<file path="src/rtl/alu_share_arb_pkg.sv">
// Shared definitions for the two-requester ALU sharing arbiter: requester IDs,
// per-requester state encodings, ALU operation codes and issue-stage control fields.
package alu_share_arb_pkg;

  localparam int NUM_REQ = 2;

  localparam logic REQ_PIPE = 1'b0;
  localparam logic REQ_AUX  = 1'b1;

  typedef enum logic [1:0] {
    ST_IDLE  = 2'd0,
    ST_ISSUE = 2'd1,
    ST_RESP  = 2'd2
  } req_state_e;

  // Operation set of the shared ALU; ALU_XXX is what the decoder emits for unknown opcodes.
  typedef enum logic [3:0] {
    ALU_ADD    = 4'd0,
    ALU_SUB    = 4'd1,
    ALU_SLL    = 4'd2,
    ALU_SLT    = 4'd3,
    ALU_SLTU   = 4'd4,
    ALU_XOR    = 4'd5,
    ALU_SRL    = 4'd6,
    ALU_SRA    = 4'd7,
    ALU_OR     = 4'd8,
    ALU_AND    = 4'd9,
    ALU_COPY_B = 4'd10,
    ALU_XXX    = 4'd15
  } alu_op_e;

  localparam logic [6:0] OPC_RTYPE = 7'b0110011;
  localparam logic [6:0] OPC_ITYPE = 7'b0010011;
  localparam logic [6:0] OPC_LUI   = 7'b0110111;

  typedef struct packed {
    logic [6:0] opcode;
    logic [2:0] funct;
    logic       add_rshift_type;
    logic       owner;
  } iss_ctrl_t;

endpackage

</file>
<file path="src/rtl/alu_share_rr.sv">
// Two-way grant logic for the shared ALU. Default build is round-robin with a
// pointer that flips on contested grants; ALU_ARB_FIXED_PRI_EN makes requester 0 always win.
module alu_share_rr
  import alu_share_arb_pkg::*;
(
`ifndef ALU_ARB_FIXED_PRI_EN
  input  logic       clk,
  input  logic       rst,
`endif
  input  logic [1:0] eligible,
  output logic [1:0] grant
);

`ifdef ALU_ARB_FIXED_PRI_EN

  always_comb begin
    grant = 2'b00;
    if (eligible[REQ_PIPE]) begin
      grant[REQ_PIPE] = 1'b1;
    end else if (eligible[REQ_AUX]) begin
      grant[REQ_AUX] = 1'b1;
    end
  end

`else

  logic ptr;

  // NOTE: every output of a combinational block gets a default first, so no path leaves it unassigned and no latch is inferred.
  always_comb begin
    grant = 2'b00;
    case (eligible)
      2'b01:   grant = 2'b01;
      2'b10:   grant = 2'b10;
      2'b11:   grant[ptr] = 1'b1;
      default: grant = 2'b00;
    endcase
  end

  // NOTE: flops use non-blocking assignment so every register samples pre-edge values regardless of block order.
  always_ff @(posedge clk or posedge rst) begin
    if (rst) begin
      ptr <= REQ_PIPE;
    end else if (&eligible) begin
      ptr <= ~ptr;
    end
  end

`endif

endmodule

</file>
<file path="src/rtl/alu_share_arb.sv">
// Shares one ALUdec+ALU between the integer pipeline (0) and an auxiliary unit (1)
// through a single issue stage. Optional macro: ALU_ARB_FIXED_PRI_EN (fixed priority to requester 0).
module alu_share_arb
  import alu_share_arb_pkg::*;
#(
  parameter int WIDTH = 32,
  parameter int TAG_W = 4
) (
  input  logic                       clk,
  input  logic                       rst,
  input  logic [NUM_REQ-1:0]         req_valid,
  output logic [NUM_REQ-1:0]         req_ready,
  input  logic [NUM_REQ*7-1:0]       req_opcode,
  input  logic [NUM_REQ*3-1:0]       req_funct,
  input  logic [NUM_REQ-1:0]         req_add_rshift_type,
  input  logic [NUM_REQ*WIDTH-1:0]   req_a,
  input  logic [NUM_REQ*WIDTH-1:0]   req_b,
  input  logic [NUM_REQ*TAG_W-1:0]   req_tag,
  output logic [6:0]                 alu_opcode,
  output logic [2:0]                 alu_funct,
  output logic                       alu_add_rshift_type,
  output logic [WIDTH-1:0]           alu_a,
  output logic [WIDTH-1:0]           alu_b,
  input  logic [WIDTH-1:0]           alu_result,
  output logic [NUM_REQ-1:0]         rsp_valid,
  input  logic [NUM_REQ-1:0]         rsp_ready,
  output logic [NUM_REQ*WIDTH-1:0]   rsp_data,
  output logic [NUM_REQ*TAG_W-1:0]   rsp_tag
);

  req_state_e [NUM_REQ-1:0] state_q;
  req_state_e [NUM_REQ-1:0] state_d;

  logic               ready_en_q;
  logic [NUM_REQ-1:0] idle;
  logic [NUM_REQ-1:0] eligible;
  logic [NUM_REQ-1:0] grant;
  logic               win_id;

  iss_ctrl_t          ctrl_in [NUM_REQ];
  logic [WIDTH-1:0]   a_in    [NUM_REQ];
  logic [WIDTH-1:0]   b_in    [NUM_REQ];
  logic [TAG_W-1:0]   tag_in  [NUM_REQ];

  logic               iss_vld_q;
  iss_ctrl_t          iss_ctrl_q;
  logic [WIDTH-1:0]   iss_a_q;
  logic [WIDTH-1:0]   iss_b_q;
  logic [TAG_W-1:0]   iss_tag_q;

  // Ready is held low until the first edge after reset releases.
  always_ff @(posedge clk or posedge rst) begin
    if (rst) begin
      ready_en_q <= 1'b0;
    end else begin
      ready_en_q <= 1'b1;
    end
  end

  for (genvar i = 0; i < NUM_REQ; i++) begin : g_req
    assign ctrl_in[i] = '{opcode:          req_opcode[i*7 +: 7],
                          funct:           req_funct[i*3 +: 3],
                          add_rshift_type: req_add_rshift_type[i],
                          owner:           1'(i)};
    assign a_in[i]    = req_a[i*WIDTH +: WIDTH];
    assign b_in[i]    = req_b[i*WIDTH +: WIDTH];
    assign tag_in[i]  = req_tag[i*TAG_W +: TAG_W];

    assign idle[i]      = (state_q[i] == ST_IDLE);
    assign eligible[i]  = ready_en_q & idle[i] & req_valid[i];
    // A contested loser sees ready low, so valid&ready always means consumed.
    assign req_ready[i] = ready_en_q & idle[i] & (~req_valid[i] | grant[i]);
    assign rsp_valid[i] = (state_q[i] == ST_RESP);
  end

`ifdef ALU_ARB_FIXED_PRI_EN
  alu_share_rr u_arb (
    .eligible (eligible),
    .grant    (grant)
  );
`else
  alu_share_rr u_arb (
    .clk      (clk),
    .rst      (rst),
    .eligible (eligible),
    .grant    (grant)
  );
`endif

  assign win_id = grant[REQ_AUX];

  always_comb begin
    for (int i = 0; i < NUM_REQ; i++) begin
      state_d[i] = state_q[i];
      case (state_q[i])
        ST_IDLE:  if (grant[i]) state_d[i] = ST_ISSUE;
        ST_ISSUE: state_d[i] = ST_RESP;
        ST_RESP:  if (rsp_ready[i]) state_d[i] = ST_IDLE;
        default:  state_d[i] = ST_IDLE;
      endcase
    end
  end

  always_ff @(posedge clk or posedge rst) begin
    if (rst) begin
      for (int i = 0; i < NUM_REQ; i++) begin
        state_q[i] <= ST_IDLE;
      end
    end else begin
      state_q <= state_d;
    end
  end

  // NOTE: datapath registers are reset as well so alu_* and rsp_* read zero out of reset, never X.
  always_ff @(posedge clk or posedge rst) begin
    if (rst) begin
      iss_vld_q  <= 1'b0;
      iss_ctrl_q <= '0;
      iss_a_q    <= '0;
      iss_b_q    <= '0;
      iss_tag_q  <= '0;
    end else begin
      iss_vld_q <= |grant;
      if (|grant) begin
        iss_ctrl_q <= ctrl_in[win_id];
        iss_a_q    <= a_in[win_id];
        iss_b_q    <= b_in[win_id];
        iss_tag_q  <= tag_in[win_id];
      end
    end
  end

  assign alu_opcode          = iss_ctrl_q.opcode;
  assign alu_funct           = iss_ctrl_q.funct;
  assign alu_add_rshift_type = iss_ctrl_q.add_rshift_type;
  assign alu_a               = iss_a_q;
  assign alu_b               = iss_b_q;

  // Response registers load only when their owner retires from the issue stage.
  for (genvar i = 0; i < NUM_REQ; i++) begin : g_rsp
    logic [WIDTH-1:0] data_q;
    logic [TAG_W-1:0] tag_q;

    always_ff @(posedge clk or posedge rst) begin
      if (rst) begin
        data_q <= '0;
        tag_q  <= '0;
      end else if (iss_vld_q && (iss_ctrl_q.owner == 1'(i))) begin
        data_q <= alu_result;
        tag_q  <= iss_tag_q;
      end
    end

    assign rsp_data[i*WIDTH +: WIDTH] = data_q;
    assign rsp_tag[i*TAG_W +: TAG_W]  = tag_q;
  end

endmodule

</file>
<file path="config.mk">
export PLATFORM = sky130hd
export DESIGN_NAME = alu_share_arb
export DESIGN_NICKNAME = d
export VERILOG_FILES = /design/src/rtl/alu_share_arb_pkg.sv /design/src/rtl/alu_share_rr.sv /design/src/rtl/alu_share_arb.sv
export SDC_FILE = /design/constraint.sdc
export NUM_CORES = 1
export LEC_CHECK = 0
export CORE_MARGIN = 2
export CORE_UTILIZATION = 30
export CTS_CLUSTER_DIAMETER = 40
export DETAILED_ROUTE_END_ITERATION = 7
export GPL_ROUTABILITY_DRIVEN = 0
export PLACE_DENSITY = 0.75
export SYNTH_ARGS = -nofsm -noshare
export SYNTH_HDL_FRONTEND = slang
export SYNTH_HIERARCHICAL = 1
export SYNTH_SLANG_ARGS = --single-unit
</file>
<file path="constraint.sdc">
create_clock -name clk -period 7.29 [get_ports clk]
set_clock_uncertainty 0.15 [all_clocks]
set_input_delay 1.458 -clock clk [delete_from_list [all_inputs] [get_ports clk]]
set_output_delay 1.458 -clock clk [all_outputs]
set_load 0.05 [all_outputs]
</file>
==> results.sh, run 1 <==
export IMPL_clk_pin_slew_worst_paths_ns=0.07
export IMPL_p_leak_nw=4.36
export IMPL_clock_sinks=159
export IMPL_r2r_end="alu_b[5]$_DFFE_PP0P_"
export IMPL_synth_xor_area_share_pct=0.130
export IMPL_cp_slowest_cell="clkdlybuf4s50_1"
export IMPL_avgSynthCellArea_sq_um=12.5
export IMPL_post_cts_resized=0
export IMPL_vias_per_cell=4.59
export IMPL_worstPathArrival_ns=4.25
export IMPL_finalPower_mw=5.72
export IMPL_dp_cells=1126
export IMPL_grt_pass1_vias=5442
export IMPL_postCtsSetupBuffers=0
export IMPL_finalWirelength_um=19200
export IMPL_async_reset_ff_share_pct=100
export IMPL_slowest_delay_ns=0.89
export IMPL_r2r_slack_ns=3.81
export IMPL_worst_pin_slew_ns=1.08
export IMPL_clock_latency_ns=0.42
export IMPL_antennaDiodeCount=0
export IMPL_synth_edff_count=0
export IMPL_die_w_um=154
export IMPL_synth_seq_cells=159
export IMPL_grt_max_degree=161
export IMPL_period_needed_ns=5.86
export IMPL_row_count=54
export IMPL_ys_flop_type="dfrtp_1"
export IMPL_ys_types=25
export IMPL_muxShareOfSynthArea_pct=24.0
export IMPL_firstDrtPassIters=4
export IMPL_highest_layer="met4"
export IMPL_initialDrtViolationCount=178
export IMPL_die_area_sq_mm=0.0237
export IMPL_synth_warning_count=6
export IMPL_io_buffers=346
export IMPL_areaGrowthSynthToFinish_pct=61.9
export IMPL_rr_startpoint="state_q[0]$_DFFE_PP0P_"
export IMPL_antenna_left=0
export IMPL_dr_wl_met2_um=9300
export IMPL_nNetsFinal=1061
export IMPL_dp_hpwl_um=13700
export IMPL_io_pins=347
export IMPL_nFillCells=2004
export IMPL_synth_largest_area_cell="dfrtp_1"
export IMPL_grt_util_all_layers_pct=16.1
export IMPL_coreArea_sq_mm=0.0220
export IMPL_antenna_found_initial=0
export IMPL_drc=0
export IMPL_hp_start="g_rsp[0].data_q[12]$_DFFE_PP0P_"
export IMPL_max_clock_freq_ghz=0.171
export IMPL_grt_overflow=0
export IMPL_drv_slew=0
export IMPL_synthCells=540
export IMPL_setup_ws_ns=1.43
export IMPL_wl_met3_um=1720
export IMPL_finalSetupViolations=0
export IMPL_vias=5311
export IMPL_setup_tns_ns=0
export IMPL_post_route_util_pct=49.8
export IMPL_die_y_um=154
export IMPL_drv_cap=0
export IMPL_h_tree_depth=4
export IMPL_syn_nets=736
export IMPL_initial_utilization_pct=30.8
export IMPL_yosys_area_share_simple_pct=5.46
export IMPL_endpoint_kind="output pin"
export IMPL_cts_made_buffers=17
export IMPL_period_share_pct=80.3
export IMPL_hold_end="g_rsp[0].data_q[12]$_DFFE_PP0P_"
export IMPL_drt_met1_wl_um=7880
export IMPL_p_per_area_mw_per_mm2=522
export IMPL_cp_required_ns=5.68
export IMPL_final_cells=1158
export IMPL_grt_pass1_wl_um=29900
export IMPL_cp_common_cell="clkdlybuf4s50_1"
export IMPL_post_drt_wl_per_cell_um=16.6
export IMPL_synth_top_family_by_area="multiplexers"
export IMPL_rsz0062_at_grt="no"
export IMPL_cp_start_kind="primary input"
export IMPL_synth_compound_area_share_pct=6.63
export IMPL_clk_path_buf_depth=2
export IMPL_cts_tree="yes"
export IMPL_hold_class="reg2reg"
export IMPL_drive_gt1_share_pct=13.1
export IMPL_synth_seq_area_share_pct=58.9
export IMPL_cts_hold_buf=0
export IMPL_final_hold_viol_count=0
export IMPL_r2r_cells=6
export IMPL_crit_fanout=4
export IMPL_ys_top_cells_by_area="dfrtp_1 (59%), mux2_2 (12%), mux2i_1 (12%), o21ai_0 (5.8%), nand2_1 (4.5%)"
export IMPL_crit_type="in2out"
export IMPL_vdd_drop_max_v=0.000269
export IMPL_outcome="finished clean"
export IMPL_synth_adder_area_share_pct=0
export IMPL_hold_depth=1
export IMPL_worstPathCellList="clkdlybuf4s50_1 -> nor4b_1 -> a21boi_4 -> inv_1 -> a2111oi_2 -> clkdlybuf4s50_1"
export IMPL_place_ws_ns=1.44
export IMPL_cts_root_buf="clkbuf_16"
export IMPL_yosysTopAreaCellShare_pct=58.9
export IMPL_relSlewSlack_pct=27.6
export IMPL_netlist_area_sq_mm=0.00676
-- state kept, by name, indices dropped and copies added (netlist names) --
register / count
alu_opcode: 7
u_arb/ptr: 1
g_rsp.tag_q: 8
ready_en_q: 1
iss_ctrl_q: 1
g_rsp.data_q: 64
iss_tag_q: 4
alu_funct: 3
iss_vld_q: 1
alu_add_rshift_type: 1
state_q: 4
alu_b: 32
alu_a: 32
-- critical path: cells and delay by family --
family	cells	cell delay [ns]
AO/OA/AOI/OAI	2	0.60
AND/OR/NAND/NOR	1	0.69
buffers and inverters	3	1.50
-- synthesized netlist by cell type, types with 2 or more instances --
library cell	count
a2111oi_2	2
buf_2	10
buf_4	18
buf_6	8
clkbuf_1	8
dfrtp_1	159
inv_1	6
mux2_2	72
mux2i_1	80
nand2_1	81
nor2_1	2
nor2b_1	3
o21ai_0	79
-- metrics by stage --
step | cell area (sq um) | hold WS, ns
finish | 10900 | 0.351
global route | 10900 | 0.373
global placement | 10300 | 0.323
CTS | 10900 | 0.356
floorplan | 6760 | 0.311
detailed placement | 10300 | 0.340
-- final cells by class --
class                           instances  area, sq um  share of cell area [%]
Clock buffer                           17          425                    3.89
Multi-Input combinational cell        331         2480                    22.7
Clock inverter                         15          173                    1.58
Inverter                                6         27.5                   0.252
Timing Repair Buffer                  350         3510                    32.0
Tap cell                              280          350                    3.20
Sequential cell                       159         3980                    36.4
-- worst max path at each step --
stage	start	to	slack (ns)	cells past startpoint
floorplan	rst	alu_a[0]$_DFFE_PP0P_	1.42	1
global route	req_valid[0]	req_ready[0]	1.33	6
CTS	req_valid[0]	req_ready[0]	1.43	6
finish	req_valid[0]	req_ready[0]	1.43	6
global placement	req_valid[0]	req_ready[0]	1.49	6
detailed placement	req_valid[0]	req_ready[0]	1.44	6
-- metal layers --
metal / up-vias / GRT usage (%)
met5: - / 0
met4: 0 / 5.25
met3: 20 / 5.95
met2: 246 / 26.8
met1: 2540 / 19.5
li1: 2505 / -
-- power breakdown --
group	total, mW	internal, mW	leakage (nW)	switching (mW)
logic	3.23	1.16	2.17	2.07
registers	1.57	1.32	1.91	0.249
clock network	0.909	0.490	0.286	0.419
-- layout by cell type (no fill, tap or decap), types with 2 or more instances in the layout --
cell / n
nor2_1: 2
o21ai_0: 79
inv_8: 5
buf_4: 3
inv_1: 5
dfrtp_1: 159
a21boi_4: 2
mux2_2: 72
mux2i_1: 80
clkbuf_16: 17
clkinvlp_4: 3
a2111oi_2: 2
nor2b_1: 2
clkinv_8: 2
clkdlybuf4s50_1: 346
nand2_1: 81
inv_6: 4
-- cell families after synthesis --
family                 Yosys count
multiplexers                   153
buffers and inverters           50
flip-flops                     159
XOR/XNOR                         1
AO/OA/AOI/OAI                   84
other                            1
AND/OR/NAND/NOR                 92
(Power assumes the default switching activity.)
==> inputs of run 2 (changes only) <==
==> constraint.sdc (replaced) <==
create_clock -name clk -period 5.8 [get_ports clk]
set_clock_uncertainty 0.15 [all_clocks]
set_input_delay 1.16 -clock clk [delete_from_list [all_inputs] [get_ports clk]]
set_output_delay 1.16 -clock clk [all_outputs]
set_load 0.05 [all_outputs]
==> run 2 against run 1 <==
Net effect: count of clock-buffer cells in the layout grew 1; cell count grew 0.17%; non-clock buffer count grew 2; global-route usage grew 0.51 points; critical path depth is the same; combinational power grew 26%; sequential share of layout area shrank 0.099 points; largest cell class unchanged.
==> results.sh, run 2 (same netlist as run 1, synthesis figures left out) <==
export IMPL_met3_usage_pct=6.60
export IMPL_hold_class="reg2reg"
export IMPL_vias_per_cell=4.54
export IMPL_row_count=54
export IMPL_grt_max_degree=103
export IMPL_cts_hold_buf=0
export IMPL_hold_end="g_rsp[0].data_q[12]$_DFFE_PP0P_"
export IMPL_coreArea_sq_mm=0.0220
export IMPL_die_w_um=154
export IMPL_r2r_slack_ns=2.26
export IMPL_largest_register="g_rsp.data_q"
export IMPL_r2r_end="alu_opcode[2]$_DFFE_PP0P_"
export IMPL_areaGrowthSynthToFinish_pct=62.3
export IMPL_post_drt_wl_per_cell_um=16.9
export IMPL_worstPathArrival_ns=3.37
export IMPL_clock_latency_ns=0.41
export IMPL_outcome="finished clean"
export IMPL_final_area_sq_mm=0.0110
export IMPL_clk_pin_slew_worst_paths_ns=0.07
export IMPL_initialDrtViolationCount=149
export IMPL_cts_made_buffers=17
export IMPL_whs_ns=0.349
export IMPL_max_clock_freq_ghz=0.214
export IMPL_drc=0
export IMPL_setup_tns_ns=0
export IMPL_io_pins=347
export IMPL_final_common_cell="clkdlybuf4s50_1"
export IMPL_place_area_sq_mm=0.0104
export IMPL_busiest_layer="met2"
export IMPL_switching_share_pct=47.3
export IMPL_met2_usage_pct=29.1
export IMPL_crit_fanout=4
export IMPL_initial_utilization_pct=30.8
export IMPL_endpoint_kind="output pin"
export IMPL_combPwrFrac_pct=56.1
export IMPL_hold_depth=1
export IMPL_final_hold_viol_count=0
export IMPL_clock_sinks=159
export IMPL_period_share_pct=80.8
export IMPL_h_tree_depth=4
export IMPL_cp_required_ns=4.49
export IMPL_power_switching_mw=3.43
export IMPL_post_cts_resized=0
export IMPL_io_buffers=346
export IMPL_grt_pass1_vias=5669
export IMPL_p_per_area_mw_per_mm2=661
export IMPL_r2r_cells=6
export IMPL_rsz0062_at_grt="no"
export IMPL_cts_root_buf="clkbuf_16"
export IMPL_clkPwrFrac_pct=16.5
export IMPL_nFillCells=2024
export IMPL_grt_pass1_wl_um=31100
export IMPL_nNetsFinal=1063
export IMPL_antenna_found_initial=0
export IMPL_die_y_um=154
export IMPL_die_area_sq_mm=0.0237
export IMPL_clk_path_buf_depth=2
export IMPL_layout_common_cells="clkdlybuf4s50_1 (344), dfrtp_1 (159), nand2_1 (81)"
export IMPL_drv_slew=0
export IMPL_vias=5267
export IMPL_grt_overflow=0
export IMPL_period_needed_ns=4.68
export IMPL_antennaDiodeCount=0
export IMPL_dp_hpwl_um=14200
export IMPL_relSlewSlack_pct=28.4
export IMPL_finalWirelength_um=19600
export IMPL_antenna_left=0
export IMPL_postCtsSetupBuffers=0
export IMPL_seqPwrFrac_pct=27.4
export IMPL_worst_pin_slew_ns=1.07
export IMPL_finalPower_mw=7.25
export IMPL_hp_start="g_rsp[0].data_q[12]$_DFFE_PP0P_"
export IMPL_cp_start_kind="primary input"
export IMPL_p_leak_nw=4.38
export IMPL_drv_cap=0
export IMPL_crit_type="in2out"
export IMPL_intPower_mw=3.82
export IMPL_cts_tree="yes"
export IMPL_rr_startpoint="state_q[0]$_DFFE_PP0P_"
export IMPL_met1_usage_pct=19.4
export IMPL_drive_gt1_share_pct=13.4
export IMPL_grt_util_all_layers_pct=16.7
export IMPL_finalSetupViolations=0
export IMPL_largest_register_ffs=64
export IMPL_firstDrtPassIters=3
export IMPL_vdd_drop_max_v=0.000346
==> run 2: per-stage QoR <==
stage / utilization [%] / cells / setup slack, ns
2_1_floorplan: - / 540 / 0.227
3_3_place_gp: 47.2 / 1128 / 1.19
3_5_place_dp: 47.2 / 1128 / 1.08
4_1_cts: 50.0 / 1160 / 1.09
5_1_grt: 50.0 / 1160 / 0.916
6_report: 50.0 / 1160 / 1.12
==> run 2: power by group through the flow <==
stage	combinational [mW]	sequential [mW]	clock, mW
after floorplan	1.00	3.69	0
after global placement	4.06	1.99	0
after detailed placement	4.10	2.00	0
after CTS	4.10	1.99	1.24
after global routing	4.25	2.07	1.28
final	4.07	1.99	1.20
==> run 2: layout make-up <==
type                            count  area, sq um  share of cell area [%]
Sequential cell                   159         3980                    36.3
Clock buffer                       18          429                    3.91
Timing Repair Buffer              352         3520                    32.0
Multi-Input combinational cell    331         2480                    22.6
Tap cell                          280          350                    3.19
Clock inverter                     14          189                    1.72
Inverter                            6         27.5                   0.251
==> run 2: routing by layer <==
layer  part of all wire, %  vias to the layer above  wire length [um]
met2                    49                      230              9660
met4                  0.66                        0               129
li1                      -                     2515                 -
met1                    41                     2513              8040
met3                   8.9                        9              1740
met5                     0                        -                 0
==> run 2: worst max-delay path by stage <==
stage          cells after the start          from  slack [ns]              endpoint
2_1_floorplan                      1           rst        0.23  alu_a[0]$_DFFE_PP0P_
3_3_place_gp                       6  req_valid[0]        1.19          req_ready[0]
3_5_place_dp                       7  req_valid[0]        1.08  alu_a[1]$_DFFE_PP0P_
4_1_cts                            6  req_valid[0]        1.09          req_ready[0]
5_1_grt                            6  req_valid[0]        0.92          req_ready[0]
6_report                           6  req_valid[0]        1.12          req_ready[0]
==> run 2: worst max-delay path, stage by stage <==
cell and delay (ns):
clkdlybuf4s50_1 0.49, nor4b_1 0.71, a21boi_4 0.30, inv_1 0.10, a2111oi_2 0.42, buf_12 0.20
